`src/rtl/switch_pkg.sv`:
```
// -----------------------------------------------------------------------------
// switch_pkg
// Definitions shared by the blocks of the 4-port switch.
//   p_type       : packet classification (single, multi, broadcast destination,
//                  or ERR for a mask that cannot be sent)
//   NUM_PORTS    : number of switch ports, which is also the width of the
//                  source and target masks
//   ERR_*        : codes reported on a transmitter's err_code output
// -----------------------------------------------------------------------------
package switch_pkg;

  localparam int NUM_PORTS = 4;

  typedef enum logic [1:0] {
    SDP = 2'd0,  // single destination
    MDP = 2'd1,  // two or three destinations
    BDP = 2'd2,  // all four ports
    ERR = 2'd3   // no legal destination
  } p_type;

  localparam logic [1:0] ERR_NONE    = 2'd0;
  localparam logic [1:0] ERR_ILLEGAL = 2'd1;
  localparam logic [1:0] ERR_TIMEOUT = 2'd2;

endpackage : switch_pkg

```
`src/rtl/sync_fifo.sv`:
```
// -----------------------------------------------------------------------------
// sync_fifo
// Single-clock FIFO. The head entry is presented combinationally from the
// storage array, so a consumer can look at it and pop it in the same cycle.
// A push while full or a pop while empty is ignored.
//   clk, rst_n : clock, asynchronous active-low reset (empties the FIFO)
//   push       : write data_in at the clock edge
//   data_in    : entry to write
//   pop        : drop the head entry at the clock edge
//   head       : oldest entry (meaningless while empty)
//   full       : no free entry
//   empty      : no valid entry
// -----------------------------------------------------------------------------
module sync_fifo #(
  parameter int DEPTH = 4,   // power of two, >= 2
  parameter int WIDTH = 12
) (
  input  logic             clk,
  input  logic             rst_n,
  input  logic             push,
  input  logic [WIDTH-1:0] data_in,
  input  logic             pop,
  output logic [WIDTH-1:0] head,
  output logic             full,
  output logic             empty
);

  localparam int AW = $clog2(DEPTH);
  localparam int PW = AW + 1;  // extra wrap bit separates full from empty

  logic [WIDTH-1:0] mem_q [DEPTH];
  logic [PW-1:0]    wr_q, wr_d;
  logic [PW-1:0]    rd_q, rd_d;
  logic             push_ok;
  logic             pop_ok;

  assign empty   = (wr_q == rd_q);
  assign full    = (wr_q[AW] != rd_q[AW]) && (wr_q[AW-1:0] == rd_q[AW-1:0]);
  assign push_ok = push && !full;
  assign pop_ok  = pop && !empty;
  assign head    = mem_q[rd_q[AW-1:0]];

  always_comb begin
    wr_d = push_ok ? wr_q + PW'(1) : wr_q;
    rd_d = pop_ok  ? rd_q + PW'(1) : rd_q;
  end

  // NOTE: sequential state is always written with non-blocking assignments so
  // every flop samples the values from before the edge, whatever the order of
  // statements and blocks.
  always_ff @(posedge clk or negedge rst_n) begin
    if (!rst_n) begin
      wr_q <= '0;
      rd_q <= '0;
    end else begin
      wr_q <= wr_d;
      rd_q <= rd_d;
    end
  end

  // NOTE: the storage array has no reset; the pointers alone decide which
  // entries are valid, and leaving the array unreset lets it map to plain
  // registers or RAM.
  always_ff @(posedge clk) begin
    if (push_ok) begin
      mem_q[wr_q[AW-1:0]] <= data_in;
    end
  end

endmodule : sync_fifo

```
`src/rtl/pkt_tx.sv`:
```
// -----------------------------------------------------------------------------
// pkt_tx
// Per-port ingress transmitter. Host requests (target mask + payload) are
// buffered in a FIFO. Each target mask is then sanitised against this port's
// source bit, classified, and offered to the fabric parser on a valid/ready
// interface. Illegal requests are dropped. A packet the fabric does not accept
// within TIMEOUT cycles is aborted. Both cases raise a one-cycle error pulse
// and are counted.
//   clk, rst_n            : clock, asynchronous active-low reset
//   req_valid/req_ready   : host request handshake (ready = FIFO not full)
//   req_target, req_data  : requested destination mask, payload
//   tx_valid/tx_ready     : packet handshake toward the fabric
//   tx_source             : constant one-hot source, 1 << PORT_ID
//   tx_target, tx_type    : sanitised mask and its classification
//   tx_data               : payload
//   err_pulse, err_code   : one-cycle drop/abort indication and its reason
//   sent_cnt, drop_cnt    : saturating statistics
// -----------------------------------------------------------------------------
module pkt_tx
  import switch_pkg::*;
#(
  parameter int PORT_ID    = 0,
  parameter int DATA_W     = 8,
  parameter int FIFO_DEPTH = 4,
  parameter int TIMEOUT    = 16,
  parameter int CNT_W      = 16
) (
  input  logic                 clk,
  input  logic                 rst_n,
  input  logic                 req_valid,
  output logic                 req_ready,
  input  logic [NUM_PORTS-1:0] req_target,
  input  logic [DATA_W-1:0]    req_data,
  output logic                 tx_valid,
  input  logic                 tx_ready,
  output logic [NUM_PORTS-1:0] tx_source,
  output logic [NUM_PORTS-1:0] tx_target,
  output p_type                tx_type,
  output logic [DATA_W-1:0]    tx_data,
  output logic                 err_pulse,
  output logic [1:0]           err_code,
  output logic [CNT_W-1:0]     sent_cnt,
  output logic [CNT_W-1:0]     drop_cnt
);

  localparam logic [NUM_PORTS-1:0] SRC_MASK = NUM_PORTS'(1) << PORT_ID;
  localparam int                   FW       = NUM_PORTS + DATA_W;
  localparam int                   WAIT_W   = $clog2(TIMEOUT);
  localparam logic [WAIT_W-1:0]    WAIT_MAX = WAIT_W'(TIMEOUT - 1);

  typedef enum logic {
    S_IDLE,
    S_SEND
  } state_e;

  typedef struct packed {
    logic                 legal;
    logic [NUM_PORTS-1:0] st;
    p_type                typ;
  } san_t;

  // The fabric rejects a packet addressed back to its own source, except
  // broadcast, which may include the sender. Masks with no destination left
  // after the self bit is removed cannot be sent.
  function automatic san_t sanitise(input logic [NUM_PORTS-1:0] target);
    san_t       r;
    logic [2:0] ones;
    r.st    = (target == '1) ? target : (target & ~SRC_MASK);
    r.legal = |r.st;
    ones    = 3'($countones(r.st));
    case (ones)
      3'd1:       r.typ = SDP;
      3'd2, 3'd3: r.typ = MDP;
      3'd4:       r.typ = BDP;
      default:    r.typ = ERR;
    endcase
    return r;
  endfunction

  // ---------------------------------------------------------------------------
  // Request FIFO
  // ---------------------------------------------------------------------------
  logic                 fifo_push;
  logic                 fifo_pop;
  logic                 fifo_full;
  logic                 fifo_empty;
  logic [FW-1:0]        fifo_head;
  logic [NUM_PORTS-1:0] head_target;
  logic [DATA_W-1:0]    head_data;
  san_t                 head_san;

  assign req_ready = !fifo_full;
  assign fifo_push = req_valid && !fifo_full;

  sync_fifo #(
    .DEPTH (FIFO_DEPTH),
    .WIDTH (FW)
  ) u_fifo (
    .clk     (clk),
    .rst_n   (rst_n),
    .push    (fifo_push),
    .data_in ({req_target, req_data}),
    .pop     (fifo_pop),
    .head    (fifo_head),
    .full    (fifo_full),
    .empty   (fifo_empty)
  );

  assign head_target = fifo_head[FW-1 -: NUM_PORTS];
  assign head_data   = fifo_head[DATA_W-1:0];
  assign head_san    = sanitise(head_target);

  // ---------------------------------------------------------------------------
  // Transmit FSM: next-state and registered-output logic
  // ---------------------------------------------------------------------------
  state_e               state_q,     state_d;
  logic                 tx_valid_q,  tx_valid_d;
  logic [NUM_PORTS-1:0] tgt_q,       tgt_d;
  p_type                type_q,      type_d;
  logic [DATA_W-1:0]    data_q,      data_d;
  logic [WAIT_W-1:0]    wait_q,      wait_d;
  logic                 err_pulse_q, err_pulse_d;
  logic [1:0]           err_code_q,  err_code_d;
  logic [CNT_W-1:0]     sent_q,      sent_d;
  logic [CNT_W-1:0]     drop_q,      drop_d;
  logic                 load_head;
  logic                 sent_inc;
  logic                 drop_inc;

  // NOTE: every variable assigned here gets a default first, so no path can
  // leave one unassigned and infer a latch.
  always_comb begin
    state_d     = state_q;
    tgt_d       = tgt_q;
    type_d      = type_q;
    data_d      = data_q;
    wait_d      = wait_q;
    err_pulse_d = 1'b0;
    err_code_d  = ERR_NONE;
    fifo_pop    = 1'b0;
    load_head   = 1'b0;
    sent_inc    = 1'b0;
    drop_inc    = 1'b0;

    // Both states pull the next head the same way; SEND only does so once
    // the current packet has been handed over.
    unique case (state_q)
      S_IDLE: begin
        fifo_pop = !fifo_empty;
      end
      S_SEND: begin
        if (tx_ready) begin
          // A ready in the final wait cycle still counts as a send.
          sent_inc = 1'b1;
          state_d  = S_IDLE;
          fifo_pop = !fifo_empty;
        end else if (wait_q == WAIT_MAX) begin
          state_d     = S_IDLE;
          err_pulse_d = 1'b1;
          err_code_d  = ERR_TIMEOUT;
          drop_inc    = 1'b1;
        end else begin
          wait_d = wait_q + WAIT_W'(1);
        end
      end
      default: state_d = S_IDLE;
    endcase

    if (fifo_pop) begin
      if (head_san.legal) begin
        load_head = 1'b1;
      end else begin
        err_pulse_d = 1'b1;
        err_code_d  = ERR_ILLEGAL;
        drop_inc    = 1'b1;
      end
    end

    if (load_head) begin
      state_d = S_SEND;
      tgt_d   = head_san.st;
      type_d  = head_san.typ;
      data_d  = head_data;
      wait_d  = '0;
    end

    tx_valid_d = (state_d == S_SEND);
    sent_d     = (sent_inc && sent_q != '1) ? sent_q + CNT_W'(1) : sent_q;
    drop_d     = (drop_inc && drop_q != '1) ? drop_q + CNT_W'(1) : drop_q;
  end

  always_ff @(posedge clk or negedge rst_n) begin
    if (!rst_n) begin
      state_q     <= S_IDLE;
      tx_valid_q  <= 1'b0;
      tgt_q       <= '0;
      type_q      <= ERR;
      data_q      <= '0;
      wait_q      <= '0;
      err_pulse_q <= 1'b0;
      err_code_q  <= ERR_NONE;
      sent_q      <= '0;
      drop_q      <= '0;
    end else begin
      state_q     <= state_d;
      tx_valid_q  <= tx_valid_d;
      tgt_q       <= tgt_d;
      type_q      <= type_d;
      data_q      <= data_d;
      wait_q      <= wait_d;
      err_pulse_q <= err_pulse_d;
      err_code_q  <= err_code_d;
      sent_q      <= sent_d;
      drop_q      <= drop_d;
    end
  end

  assign tx_source = SRC_MASK;
  assign tx_valid  = tx_valid_q;
  assign tx_target = tgt_q;
  assign tx_type   = type_q;
  assign tx_data   = data_q;
  assign err_pulse = err_pulse_q;
  assign err_code  = err_code_q;
  assign sent_cnt  = sent_q;
  assign drop_cnt  = drop_q;

endmodule : pkt_tx

```
`config.mk`:
```
export PLATFORM = sky130hd
export DESIGN_NAME = pkt_tx
export DESIGN_NICKNAME = d
export VERILOG_FILES = /design/src/rtl/switch_pkg.sv /design/src/rtl/sync_fifo.sv /design/src/rtl/pkt_tx.sv
export SDC_FILE = /design/constraint.sdc
export NUM_CORES = 1
export LEC_CHECK = 0
export CAP_MARGIN = 10
export CORE_UTILIZATION = 42
export CTS_CLUSTER_DIAMETER = 60
export DETAILED_ROUTE_END_ITERATION = 12
export DONT_BUFFER_PORTS = 1
export PLACE_DENSITY = 0.61
export SYNTH_ARGS = -nofsm -noshare
export SYNTH_HDL_FRONTEND = slang
export SYNTH_SLANG_ARGS = --single-unit
export TNS_END_PERCENT = 100
```
`constraint.sdc`:
```
create_clock -name clk -period 3.2 [get_ports clk]
set_clock_uncertainty 0.05 [all_clocks]
set_input_delay 0.96 -clock clk [delete_from_list [all_inputs] [get_ports clk]]
set_output_delay 0.96 -clock clk [all_outputs]
set_load 0.01 [all_outputs]
```
* Word-level counts from Yosys, hierarchy flattened
Memories as Yosys holds them, arrays and structs flattened. Index checks and enable logic that the tools add are counted.
Storage, ports and cells: bits in registers 60, bits of input ports 16, memories kept 1, word-level logic and storage cells 74, bits in writable memories 48, output and inout bits 55
Cells by class: eq/ne operators 13, reductions and logical operators 12, bitwise gates (word level) 1, $add $sub $neg 8, muxes and demuxes 28
Memory list:
- u_fifo.mem_q | depth 4, bits a word 12, read ports 1, clocked after Yosys merged registers in 0, write ports 1, line sync_fifo.sv:31 | logic [WIDTH-1:0] mem_q [DEPTH];
Operator list (number):
- $add 16x1->16 const B | 2
- $ne 16x16->1 const B | 2
- $mux 1 | 17
- $mux 4 | 4
- $mux 2 | 5
- $eq 4x4->1 const B | 2
- $add 3x1->3 const B | 2
- $eq 3x2->1 const B | 2
- $logic_and 1x1->1 | 6
- $pmux 2 s3 | 1
- $add 1x1->2 | 2
- $add 4x1->4 const B | 1
- $reduce_or 4->1 | 1
- $add 2x2->3 | 1
- $eq 3x1->1 const B | 1
- $eq 3x3->1 | 1
- $eq 3x3->1 const B | 1
- $reduce_and 3->1 | 1
- $eq 2x2->1 | 1
- $logic_not 1->1 | 2
- $ne 2x1->1 const B | 1
- $ne 2x2->1 const B | 1
- $pmux 1 s2 | 1
- $reduce_bool 2->1 | 1
- 3 further kinds | 3

* Logic depth before layout (Yosys ltp)
An unclocked memory read counts as a cell.
word-level depth 8, depth in mapped cells 13, depth with buffers taken out 11

* By module
From an unflattened synthesis, not the netlist that was laid out.
Second synthesis, totals: cells, all modules 359, area total of the unflattened synthesis 4829.6 sq um
By module, submodules not included:
- pkt_tx | area each 2566.2 sq um, times used 1, cells each 244, seq. area each 1353.8 sq um
- sync_fifo | area each 2263.4 sq um, times used 1, cells each 115, seq. area each 1591.5 sq um

* Least setup slack after synthesis
OpenSTA, ideal clock, no wires.
path type register -> register, start point register u_fifo.rd_q[1], end point register drop_q[15], in the netlist drop_cnt[15], setup slack 0.495 ns, period minus slack after synthesis 2.705 ns, stages on the path, launching flop included 11, setup time 0.125 ns, data arrival time 2.530 ns, cells stage by stage dfrtp_1 > buf_2 > buf_1 > mux4_2 > nand4_1 > ha_1 > nand2b_1 > o2bb2ai_2 > a31oi_4 > nor4_1 > mux2_2
Between the ends: longest elaborated chain between the ends 7, elaborated cells on any way between the ends 11, classes of those cells eq/ne: 2; mux: 5; reduce/logical: 3; memory: 1
Ends and longest elaborated chain:
- start, declared | line sync_fifo.sv:33 | logic [PW-1:0] rd_q, rd_d;
- start signal, assigned | line sync_fifo.sv:57 | rd_q <= rd_d;
- $mem_v2 4x12
- $eq 4x4->1 | line pkt_tx.sv:68 | r.st = (target == '1) ? target : (target & ~SRC_MASK);
- $mux 1 | line pkt_tx.sv:68
- $reduce_or 4->1 | line pkt_tx.sv:69 | r.legal = |r.st;
- $mux 1 | line pkt_tx.sv:170 | if (head_san.legal) begin
- $mux 1 * | line pkt_tx.sv:169 | if (fifo_pop) begin
- $logic_and 1x1->1 * | line pkt_tx.sv:189 | drop_d = (drop_inc && drop_q != '1) ? drop_q + CNT_W'(1) : drop_q;
- end signal, assigned | line pkt_tx.sv:214 | drop_q <= drop_d;
- end, declared | line pkt_tx.sv:125 | logic [CNT_W-1:0] drop_q, drop_d;
Every way passes the cells marked *; elsewhere a longest branch is shown, timed or not. A chain may end at the register's enable or synchronous reset.

* Worst setup path in the final report
start point register u_fifo.rd_q[1], end point register drop_q[5], in the netlist drop_cnt[5]
Between the ends: longest elaborated chain between the ends 7, elaborated cells on any way between the ends 11, classes of those cells eq/ne: 2; mux: 5; reduce/logical: 3; memory: 1
Ends and longest elaborated chain:
- $mem_v2 4x12 *
- net fifo_head[10] | line pkt_tx.sv:87 | logic [FW-1:0] fifo_head;
- $eq 4x4->1 | line pkt_tx.sv:68
- $mux 1 | line pkt_tx.sv:68
- $reduce_or 4->1 * | line pkt_tx.sv:69
- $mux 1 * | line pkt_tx.sv:170
- $mux 1 * | line pkt_tx.sv:169
- $logic_and 1x1->1 * | line pkt_tx.sv:189
The timed path passes the listed nets; every way through them passes the cells marked *.

==> results.py <==
metrics = {
    "routing": {
        "firstDrtPassIters": 4,
        "drt-vias-per-instance": 5.271,
        "drt.antenna.violating_nets": 0,
        "detail_route.wirelength_um": 8152,
        "drt_drc_violations_left": 0,
        "vias": 2509,
        "route.detailed.wl_per_inst_um": 17.13,
        "drt_first_iter_violations": 125,
    },
    "power_and_ir_drop": {
        "swShare_pct": 35.75,
        "total_leakage_power_nw": 2.029,
        "cell_internal_pwr_mw": 2.840,
        "power_per_cell_area_nw_per_um2": 881.6,
        "comb_power_share_pct": 33.1,
        "netSwitchingPower_mw": 1.580,
        "power.share.clock_pct": 17.0,
        "ir_worst_vdd_v": 0.0003976,
        "pwr-share-seq_pct": 49.8,
    },
    "worst_setup_path": {
        "critical_path_depth": 11,
        "critPathKind": "register to register",
        "worstPathCellList": "mux2_2 > nor2_1 > a21oi_1 > nand4_1 > ha_1 > nand2b_1 > o2bb2ai_2 > a31oi_4 > buf_4 > nor4b_1 > xor2_1",
        "cp_top_family": "simple AND/OR/NAND/NOR gates",
        "timing.critical_path.buf_inv": 1,
        "ff2ff_path_depth": 11,
        "worst_setup_path_endpoint": "drop_cnt[5]$_DFFE_PN0P_",
        "timing.critical_path.required_ps": 3440,
        "timing.rr.end": "drop_cnt[5]$_DFFE_PN0P_",
        "crit_path_end_kind": "register",
        "cp-startpoint": "u_fifo.rd_q[1]$_DFFE_PN0P_",
        "timing.critical_path.slowest_stage_cell": "sky130_fd_sc_hd__dfrtp_1",
        "worst_setup_path_start_kind": "register",
        "regToRegStartpoint": "u_fifo.rd_q[1]$_DFFE_PN0P_",
        "critical_path_peak_fanout": 10,
        "timing.critical_path.arrival_ps": 3130,
        "critPathMaxStageDelay_ps": 560,
        "timing.reg2reg.setup_slack_ps": 310,
    },
    "die": {
        "number_of_top_level_pins": 71,
        "initial_utilization_pct": 43.27,
        "die-width_um": 107.7,
        "rows": 38,
        "fp.dieArea_um2": 11600,
        "core_region_area_um2": 10840,
        "die_h_um": 107.7,
    },
    "clock_network": {
        "ctsHoldBuffers": 0,
        "cts_inserted_buffers": 9,
        "clock-sinks": 108,
        "cts_tree": "done",
        "ctsResizeCount": 0,
        "cts_post_setup_buffers_inserted": 0,
        "cts_h_tree_lvls": 3,
        "clock_slew_seen_by_the_registers_of_the_worst_setup_and_hold_paths_ps": 100,
        "cts-root-to-sink-buffers": 2,
        "later_pin_clock_latency_in_the_skew_report_ps": 370,
        "root_buffer_cell": "sky130_fd_sc_hd__clkbuf_8",
    },
    "yosys": {
        "synth_area_leader_cell": "sky130_fd_sc_hd__dfrtp_1",
        "syn_area_per_cell_um2": 14.48,
        "fraction_of_the_mapped_netlist_area_in_compound_gates_pct": 3.094,
        "synth.area.mux_share_pct": 9.309,
        "netlist_instances": 324,
        "synth_xor_area_share_pct": 6.722,
        "seq_total_area_yosys_pct": 62.79,
        "syn_area_um2": 4691,
        "yosys.area_share.simple_pct": 12.00,
        "yosys-top-cells-area": "sky130_fd_sc_hd__dfrtp_1 (31%), sky130_fd_sc_hd__edfxtp_1 (31%), sky130_fd_sc_hd__mux4_2 (5.3%)",
        "portion_of_synthesized_cell_area_occupied_by_the_leading_cell_type_pct": 30.94,
        "post_synth_num_cell_types": 44,
        "synth.yosys.warnings": 0,
        "synth_enable_flop_cells": 48,
        "arithmetic_cell_share_of_the_synthesized_area_counting_full_adders_half_adders_and_majority_gates_pct": 3.361,
        "synth_top_flop_cell": "sky130_fd_sc_hd__dfrtp_1",
        "flip_flop_and_latch_count_after_synthesis": 108,
        "combinational_family_with_the_most_area_after_synthesis": "simple AND/OR/NAND/NOR gates",
        "asyncSetResetFlopFracSynth_pct": 55.56,
    },
    "sta": {
        "finalWorstPathRequiredPeriod_ps": 2890,
        "max_slew.worst_pin.slew_ps": 712.1,
        "period_share_pct": 90.32,
        "setup_viol": 0,
        "timing.slew.headroom_pct": 52.53,
        "rsz0062_at_grt": "no",
        "fin_worst_hold_slack_ps": 224.6,
        "timing.final.hold_violations": 0,
        "final.setup.worst_slack_ps": 309.7,
        "fmaxAchievable_ghz": 0.3460,
        "final-max-slew-violation-count": 0,
        "totalNegativeSetupSlack_ps": 0,
    },
    "finish": {
        "final_cell_mix": "sky130_fd_sc_hd__dfrtp_1 (58), sky130_fd_sc_hd__edfxtp_1 (48), sky130_fd_sc_hd__nand2_1 (21)",
        "final_cell_count_no_fill": 476,
        "num_antenna_cells": 0,
        "layout-drive-gt1-share_pct": 17.26,
        "register_area_um2": 2945,
        "num-nets-final": 359,
        "syn2layout_area_growth_pct": 6.882,
        "multiInputGateArea_um2": 1633,
        "layout_commonest_cell": "sky130_fd_sc_hd__dfrtp_1",
        "final_cell_area_um2": 5014,
        "filler_cell_count": 951,
    },
    "place": {
        "preCtsSetupSlack_ps": 291.9,
        "dpl-instance-area_um2": 4837,
        "gpl.final_weighted_congestion": 0.7363,
        "detailedPlacementHpwl_um": 5618,
        "number_of_i_o_port_buffers": 0,
        "number_of_placed_cells_counting_well_taps": 460,
    },
    "run": {
        "drv_cap": 0,
    },
    "run_status": {
        "outcome": "complete, no violations",
    },
    "global_route": {
        "antenna_violations_before_repair": 0,
        "grt_max_degree": 61,
        "via_count_of_the_first_global_routing_pass": 2624,
        "globalRoute.totalOverflow": 0,
        "grt_first_pass_wirelength_um": 13530,
        "grt_use_total_pct": 15.59,
    },
    "min_path": {
        "worst_hold_path_type": "primary input to asynchronous set/reset pin",
    },
}
[power by group through the flow]
stage / sequential, mW / combinational, mW / clock, mW
floorplan: 2.12 / 1.26 / 0
global placement: 2.23 / 1.45 / 0
detailed placement: 2.24 / 1.49 / 0
CTS: 2.21 / 1.50 / 0.784
global route: 2.25 / 1.66 / 0.840
finish: 2.20 / 1.46 / 0.753
[cells in the mapped netlist (3+ instances only)]
cell type,number
sky130_fd_sc_hd__dfrtp_1,58
sky130_fd_sc_hd__edfxtp_1,48
sky130_fd_sc_hd__nand2_1,21
sky130_fd_sc_hd__xor2_1,20
sky130_fd_sc_hd__xnor2_1,16
sky130_fd_sc_hd__mux2_2,15
sky130_fd_sc_hd__nand3_1,13
sky130_fd_sc_hd__ha_1,11
sky130_fd_sc_hd__mux4_2,11
sky130_fd_sc_hd__nor2_1,11
sky130_fd_sc_hd__and3_1,10
sky130_fd_sc_hd__nor3_1,8
sky130_fd_sc_hd__inv_1,7
sky130_fd_sc_hd__a21oi_1,6
sky130_fd_sc_hd__and2_1,6
sky130_fd_sc_hd__nand4_1,6
sky130_fd_sc_hd__and4_1,5
sky130_fd_sc_hd__buf_2,5
sky130_fd_sc_hd__buf_4,5
sky130_fd_sc_hd__o21ai_0,5
sky130_fd_sc_hd__nand2b_1,4
sky130_fd_sc_hd__nor4b_1,3
[worst min path at each step]
stage | start | cells past startpoint | slack, ps | to
floorplan | u_fifo.wr_q[2]$_DFFE_PN0P_ | 1 | 410 | u_fifo.wr_q[2]$_DFFE_PN0P_
global placement | u_fifo.wr_q[2]$_DFFE_PN0P_ | 1 | 430 | u_fifo.wr_q[2]$_DFFE_PN0P_
detailed placement | u_fifo.wr_q[2]$_DFFE_PN0P_ | 1 | 440 | u_fifo.wr_q[2]$_DFFE_PN0P_
CTS | rst_n | 0 | 200 | tx_data[1]$_DFFE_PN0P_
global route | rst_n | 0 | 190 | sent_cnt[3]$_DFFE_PN0P_
finish | rst_n | 0 | 220 | drop_cnt[10]$_DFFE_PN0P_
[stage by stage]
stage	power, mW	util [%]
floorplan	3.374	-
global placement	3.680	44.62
detailed placement	3.730	44.62
CTS	4.495	46.25
global route	4.753	46.25
finish	4.420	46.25
[layer usage]
metal | routed length (um) | part of all wire [%] | up-vias | GRT usage [%]
li1 | - | - | 1175 | -
met1 | 3577 | 44 | 1253 | 19.15
met2 | 3811 | 47 | 70 | 24.77
met3 | 643 | 7.9 | 11 | 5.872
met4 | 120 | 1.5 | 0 | 6.164
met5 | 0 | 0 | - | 0
[worst register-to-register path, delay by kind of cell (launching register included)]
| kind | cells | cell delay [ps] |
|---|---|---|
| AO/OA/AOI/OAI | 3 | 540 |
| AND/OR/NAND/NOR | 4 | 680 |
| XOR/XNOR | 1 | 180 |
| adder cells (fa/ha/maj) | 1 | 190 |
| multiplexers | 1 | 410 |
| buffers and inverters | 1 | 220 |
| flip-flops | 1 | 560 |
[flip-flops by register name (all words and copies together) (netlist names)]
| register | flops |
|---|---|
| tx_type | 2 |
| tx_data | 8 |
| sent_cnt | 16 |
| u_fifo.rd_q | 3 |
| err_pulse | 1 |
| tx_valid | 1 |
| err_code | 2 |
| drop_cnt | 16 |
| wait_q | 4 |
| u_fifo.wr_q | 3 |
| u_fifo.mem_q | 48 |
| tx_target | 4 |
[area by class of cell]
| class | count | area share (%) |
|---|---|---|
| Clock buffer | 10 | 2.546 |
| Inverter | 8 | 0.6239 |
| Timing Repair Buffer | 7 | 1.048 |
| Tap cell | 140 | 3.494 |
| Sequential cell | 108 | 58.75 |
| Clock inverter | 6 | 0.9733 |
| Multi-Input combinational cell | 197 | 32.57 |
[logic make-up after synthesis]
group,Yosys count
DFF,108
and+or+nand+nor,98
xor gates and xnor gates,36
muxes,28
buffers and inverters,21
AOI/OAI and AO/OA,19
adders and majority gates,12
other,2
Power figures use the tool's default switching activity.
==> patch 1: new RTL, config.mk and constraints unchanged <==
Set the parameter `TIMEOUT` to 8 (it was 16).
--- a/src/rtl/pkt_tx.sv
+++ b/src/rtl/pkt_tx.sv
@@ -22,7 +22,7 @@
   parameter int PORT_ID    = 0,
   parameter int DATA_W     = 8,
   parameter int FIFO_DEPTH = 4,
-  parameter int TIMEOUT    = 16,
+  parameter int TIMEOUT    = 8,
   parameter int CNT_W      = 16
 ) (
   input  logic                 clk,
Behaviour: same outputs for any inputs over 10 cycles, from zero or initial values and one cycle with rst_n low; that may be too few to reach the edited logic, so the function may still have changed.
==> patch 1 against the original RTL <==
Sequential cell count is 1 lower; setup slack better by 47 ps; via count is 7.0% lower; cell area is 2.3% lower; die area is 2.5% lower; clock power is 6.4% higher; area after synthesis is 2.6% lower; critical path depth is 8 lower; routed wire length is 1.8% lower; power is 0.91% higher; largest power group unchanged; highest routed layer unchanged.
==> patch 1: results (changes against the original RTL) <==
Netlist cell types=39 (-11%); crit path max fanout=7 (-3); layout cells sized above 1=17.14% (-0.12 points); ys async rst share=55.14% (-0.42 points); # fillers=917 (-3.6%); largest cells by area after synthesis=edfxtp_1 32%, dfrtp_1 31%, xnor2_1 6.3%; sequential area share after synthesis=63.91% (+1.1 points); vias in the first global route=2454 (-6.5%); CTS clk-pin slew, worst paths=120 ps (+20 ps); status=finished clean; number of flip-flops in the largest register=48 (unchanged); Max VDD drop=0.0003827 V (-3.8%); vias after detailed routing=2333 (-7.0%); switching power=1.573 mW (-0.42%); pin count of the biggest net entering global routing=60 (-1.6%); DRT iter0 DRCs=98 (-22%); Post-DP Area=4707 um^2 (-2.7%); fin nets=338 (-5.8%); pre-CTS setup slack=482.3 ps (+190.4 ps); slew margin rel.=53.17% (+0.65 points); Worst Path Arrival=1830 ps (-1300 ps); gpl congestion=0.7581 (+3.0%); overall routed net length=8.006 mm (-1.8%); most frequent cells after synthesis=57 x dfrtp_1, 48 x edfxtp_1, 33 x xnor2_1; leakage power=1.931 nW (-4.8%)
[patch 1: power groups by stage]
stage | Clock [mW] | Combinational, mW | Sequential (mW)
2_1_floorplan | 0 | 1.28 | 2.11
3_3_place_gp | 0 | 1.45 | 2.21
3_5_place_dp | 0 | 1.49 | 2.22
4_1_cts | 0.830 | 1.50 | 2.20
5_1_grt | 0.879 | 1.64 | 2.24
6_report | 0.801 | 1.47 | 2.18
[patch 1: per-stage QoR]
step	instances	util (%)
6_report	451	47.00
3_5_place_dp	435	45.19
5_1_grt	451	47.00
2_1_floorplan	304	-
3_3_place_gp	435	45.19
4_1_cts	451	47.00
[patch 1: worst max-delay path, cell delays in order, from the launching register on]
cell and delay [ps]:
dfrtp_1 510, buf_4 230, xor2_1 180, or3b_1 530
[patch 1: metal layers]
metal | wire [um] | GRT usage, % | vias to the layer above
li1 | - | - | 1101
met1 | 3406 | 18.68 | 1164
met2 | 3918 | 25.09 | 60
met3 | 582 | 6.867 | 8
met4 | 99 | 4.762 | 0
met5 | 0 | 0 | -
[patch 1: logic make-up (layout without fill, tap and decap cells)]
group | count (synthesis) | in the layout | share of synthesized area [%]
simple gates | 86 | 86 | 10.43
mux | 27 | 27 | 10.46
flops | 107 | 107 | 63.91
fa+ha+maj | 12 | 12 | 3.450
other cells | 2 | 4 | 0.1644
buf+inv | 17 | 28 | 2.273
compound gates | 12 | 12 | 1.835
xor+xnor | 39 | 39 | 7.475
[patch 1: layout make-up]
| cell class | count | area [um^2] | share of cell area (%) |
|---|---|---|---|
| clock inverters | 7 | 65.06 | 1.329 |
| inverters | 7 | 26.28 | 0.5367 |
| multi-input cells | 180 | 1553 | 31.71 |
| clock buffers | 9 | 123.9 | 2.530 |
| well taps | 136 | 170.2 | 3.476 |
| repair buffers | 5 | 37.54 | 0.7667 |
| flip-flops and latches | 107 | 2920 | 59.65 |
[patch 1: final timing paths]
check,from,to,slack [ps],cells after the start
worst max register to register,u_fifo.rd_q[0],tx_type[1],450,8
min in group clk,u_fifo.wr_q[2],u_fifo.wr_q[2],440,1
max in group asynchronous,rst_n,tx_type[0],2700,0
worst min-delay path,rst_n,tx_data[3],210,0
worst min register to register,u_fifo.wr_q[2],u_fifo.wr_q[2],440,1
worst max-delay path,u_fifo.rd_q[0],req_ready,360,3
==> patch 2: new RTL, same settings <==
Without the edit above. Make the reset (`rst_n`) synchronous in 2 clocked blocks. Comments in the files are not updated.
--- a/src/rtl/sync_fifo.sv
+++ b/src/rtl/sync_fifo.sv
@@ -48,7 +48,7 @@
   // NOTE: sequential state is always written with non-blocking assignments so
   // every flop samples the values from before the edge, whatever the order of
   // statements and blocks.
-  always_ff @(posedge clk or negedge rst_n) begin
+  always_ff @(posedge clk) begin
     if (!rst_n) begin
       wr_q <= '0;
       rd_q <= '0;
--- a/src/rtl/pkt_tx.sv
+++ b/src/rtl/pkt_tx.sv
@@ -189,7 +189,7 @@
     drop_d     = (drop_inc && drop_q != '1) ? drop_q + CNT_W'(1) : drop_q;
   end
 
-  always_ff @(posedge clk or negedge rst_n) begin
+  always_ff @(posedge clk) begin
     if (!rst_n) begin
       state_q     <= S_IDLE;
       tx_valid_q  <= 1'b0;
Formal check against the unedited RTL: differs if rst_n is asserted again (counterexample within 4 cycles, from zero or initial values and one cycle with rst_n low); with rst_n held inactive, the same outputs for 10 cycles.
==> patch 2 against the original RTL <==
Area after synthesis rose by 0.99%; sequential cell count rose by 2; setup slack got worse by 52 ps; routed wire length rose by 9.3%; critical path depth did not move; cell area rose by 2.8%; power fell by 13%; utilization rose by 0.89 points; critical path type unchanged; largest cell class unchanged; highest routed layer unchanged.
==> patch 2: results (changes against the original RTL) <==
status=finished clean; # fillers=980 (+3.0%); CTS clk-pin slew, worst paths=70 ps (-30 ps); pin count of the biggest net entering global routing=38 (-38%); slew of the pin with the lowest slew margin=637.7 ps (-74.38 ps); post-synthesis cell area=4737 um^2 (+0.99%); Netlist cell types=50 (+14%); non-clk buf share=1.019% (-0.029 points); crit path max fanout=30 (+20); fraction of area in multi-input gates=37.01% (+4.4 points); overall routed net length=8.911 mm (+9.3%); Post-DP Area=4850 um^2 (+0.26%); area delta synth->final=8.822%; gpl congestion=0.7888 (+7.1%); clkbuf count=9 (-1); Max VDD drop=0.0004321 V (+8.7%); first-pass GRT wire length=14.43 mm (+6.7%); comb_multi_in=260 (+32%); Slowest Stage Delay on Critical Path=490 ps (-70 ps); sequential area share after synthesis=56.63% (-6.2 points); Worst Path Arrival=3170 ps (+40 ps); layout cells sized above 1=10.67% (-6.6 points); root buf cell=clkbuf_16; Hold WC Path Type=flip-flop to flip-flop; largest cells by area after synthesis=edfxtp_1 30%, dfxtp_1 26%, mux4_2 5.2%; leakage power=1.760 nW (-13%); fin nets=426 (+19%); vias in the first global route=2944 (+12%); ys flop type=dfxtp_1; sequential cell count=110 (+1.9%); pre-CTS setup slack=115.9 ps (-176.0 ps); all-layer global routing usage=16.25% (+0.66 points); syn avg cell area=11.78 um^2 (-19%); average routed wire per standard cell=16.41 um (-4.2%); Slowest cell on crit path=or4_1; Non-clk invs=10 (+2); most frequent cells after synthesis=62 x dfxtp_1, 48 x edfxtp_1, 43 x nor2_1; vias per cell=5.540 (+5.1%); worst skew pair latency=350 ps (-20 ps); DRT iter0 DRCs=195 (+56%); dpl cells=527 (+15%); Pint=2.613 mW (-8.0%)
## patch 2: cell count changes in the layout (fill, tap and decap cells not counted), sizes merged, moves of 6 or more
| cell | change |
|---|---|
| a21oi | +9 |
| dfrtp | -58 |
| dfxtp | +62 |
| mux2 | -12 |
| mux2i | +13 |
| nor2 | +32 |
| o211ai | +6 |
| o31ai | +13 |
| or4 | +12 |
| xor2 | -9 |
## patch 2: logic make-up (layout without fill, tap and decap cells)
group / Yosys count / after routing / share of synthesized area [%]
AO/OA/AOI/OAI: 52 / 52 / 7.660
XOR/XNOR: 24 / 24 / 4.437
adder cells (fa/ha/maj): 12 / 12 / 3.328
buffers and inverters: 34 / 33 / 3.381
flip-flops: 110 / 110 / 56.63
multiplexers: 29 / 29 / 9.112
other: 2 / 4 / 0.1585
AND/OR/NAND/NOR: 139 / 139 / 15.29
## patch 2: power groups by stage
| stage | Combinational [mW] | Clock, mW | Sequential, mW |
|---|---|---|---|
| after floorplan | 0.816 | 0 | 1.79 |
| after global placement | 0.934 | 0 | 1.84 |
| final | 0.951 | 1.09 | 1.81 |
| after global routing | 1.07 | 1.17 | 1.83 |
| after CTS | 0.960 | 1.13 | 1.82 |
| after detailed placement | 0.955 | 0 | 1.85 |
## patch 2: worst paths after layout
path                                start  slack, ps           to
worst min-delay path            wait_q[2]        490  err_code[1]
worst max-delay path            flip-flop        260  drop_cnt[3]
worst max register to register  flip-flop        260  drop_cnt[3]
worst min register to register  wait_q[2]        490  err_code[1]
## patch 2: metal layers
layer	GRT usage, %	routed length (um)	share of wire [%]	up-vias
li1	-	-	-	1470
met1	19.16	3824	43	1450
met2	26.89	4317	48	78
met3	5.787	648	7.3	10
met4	6.556	121	1.4	0
met5	0	0	0	-
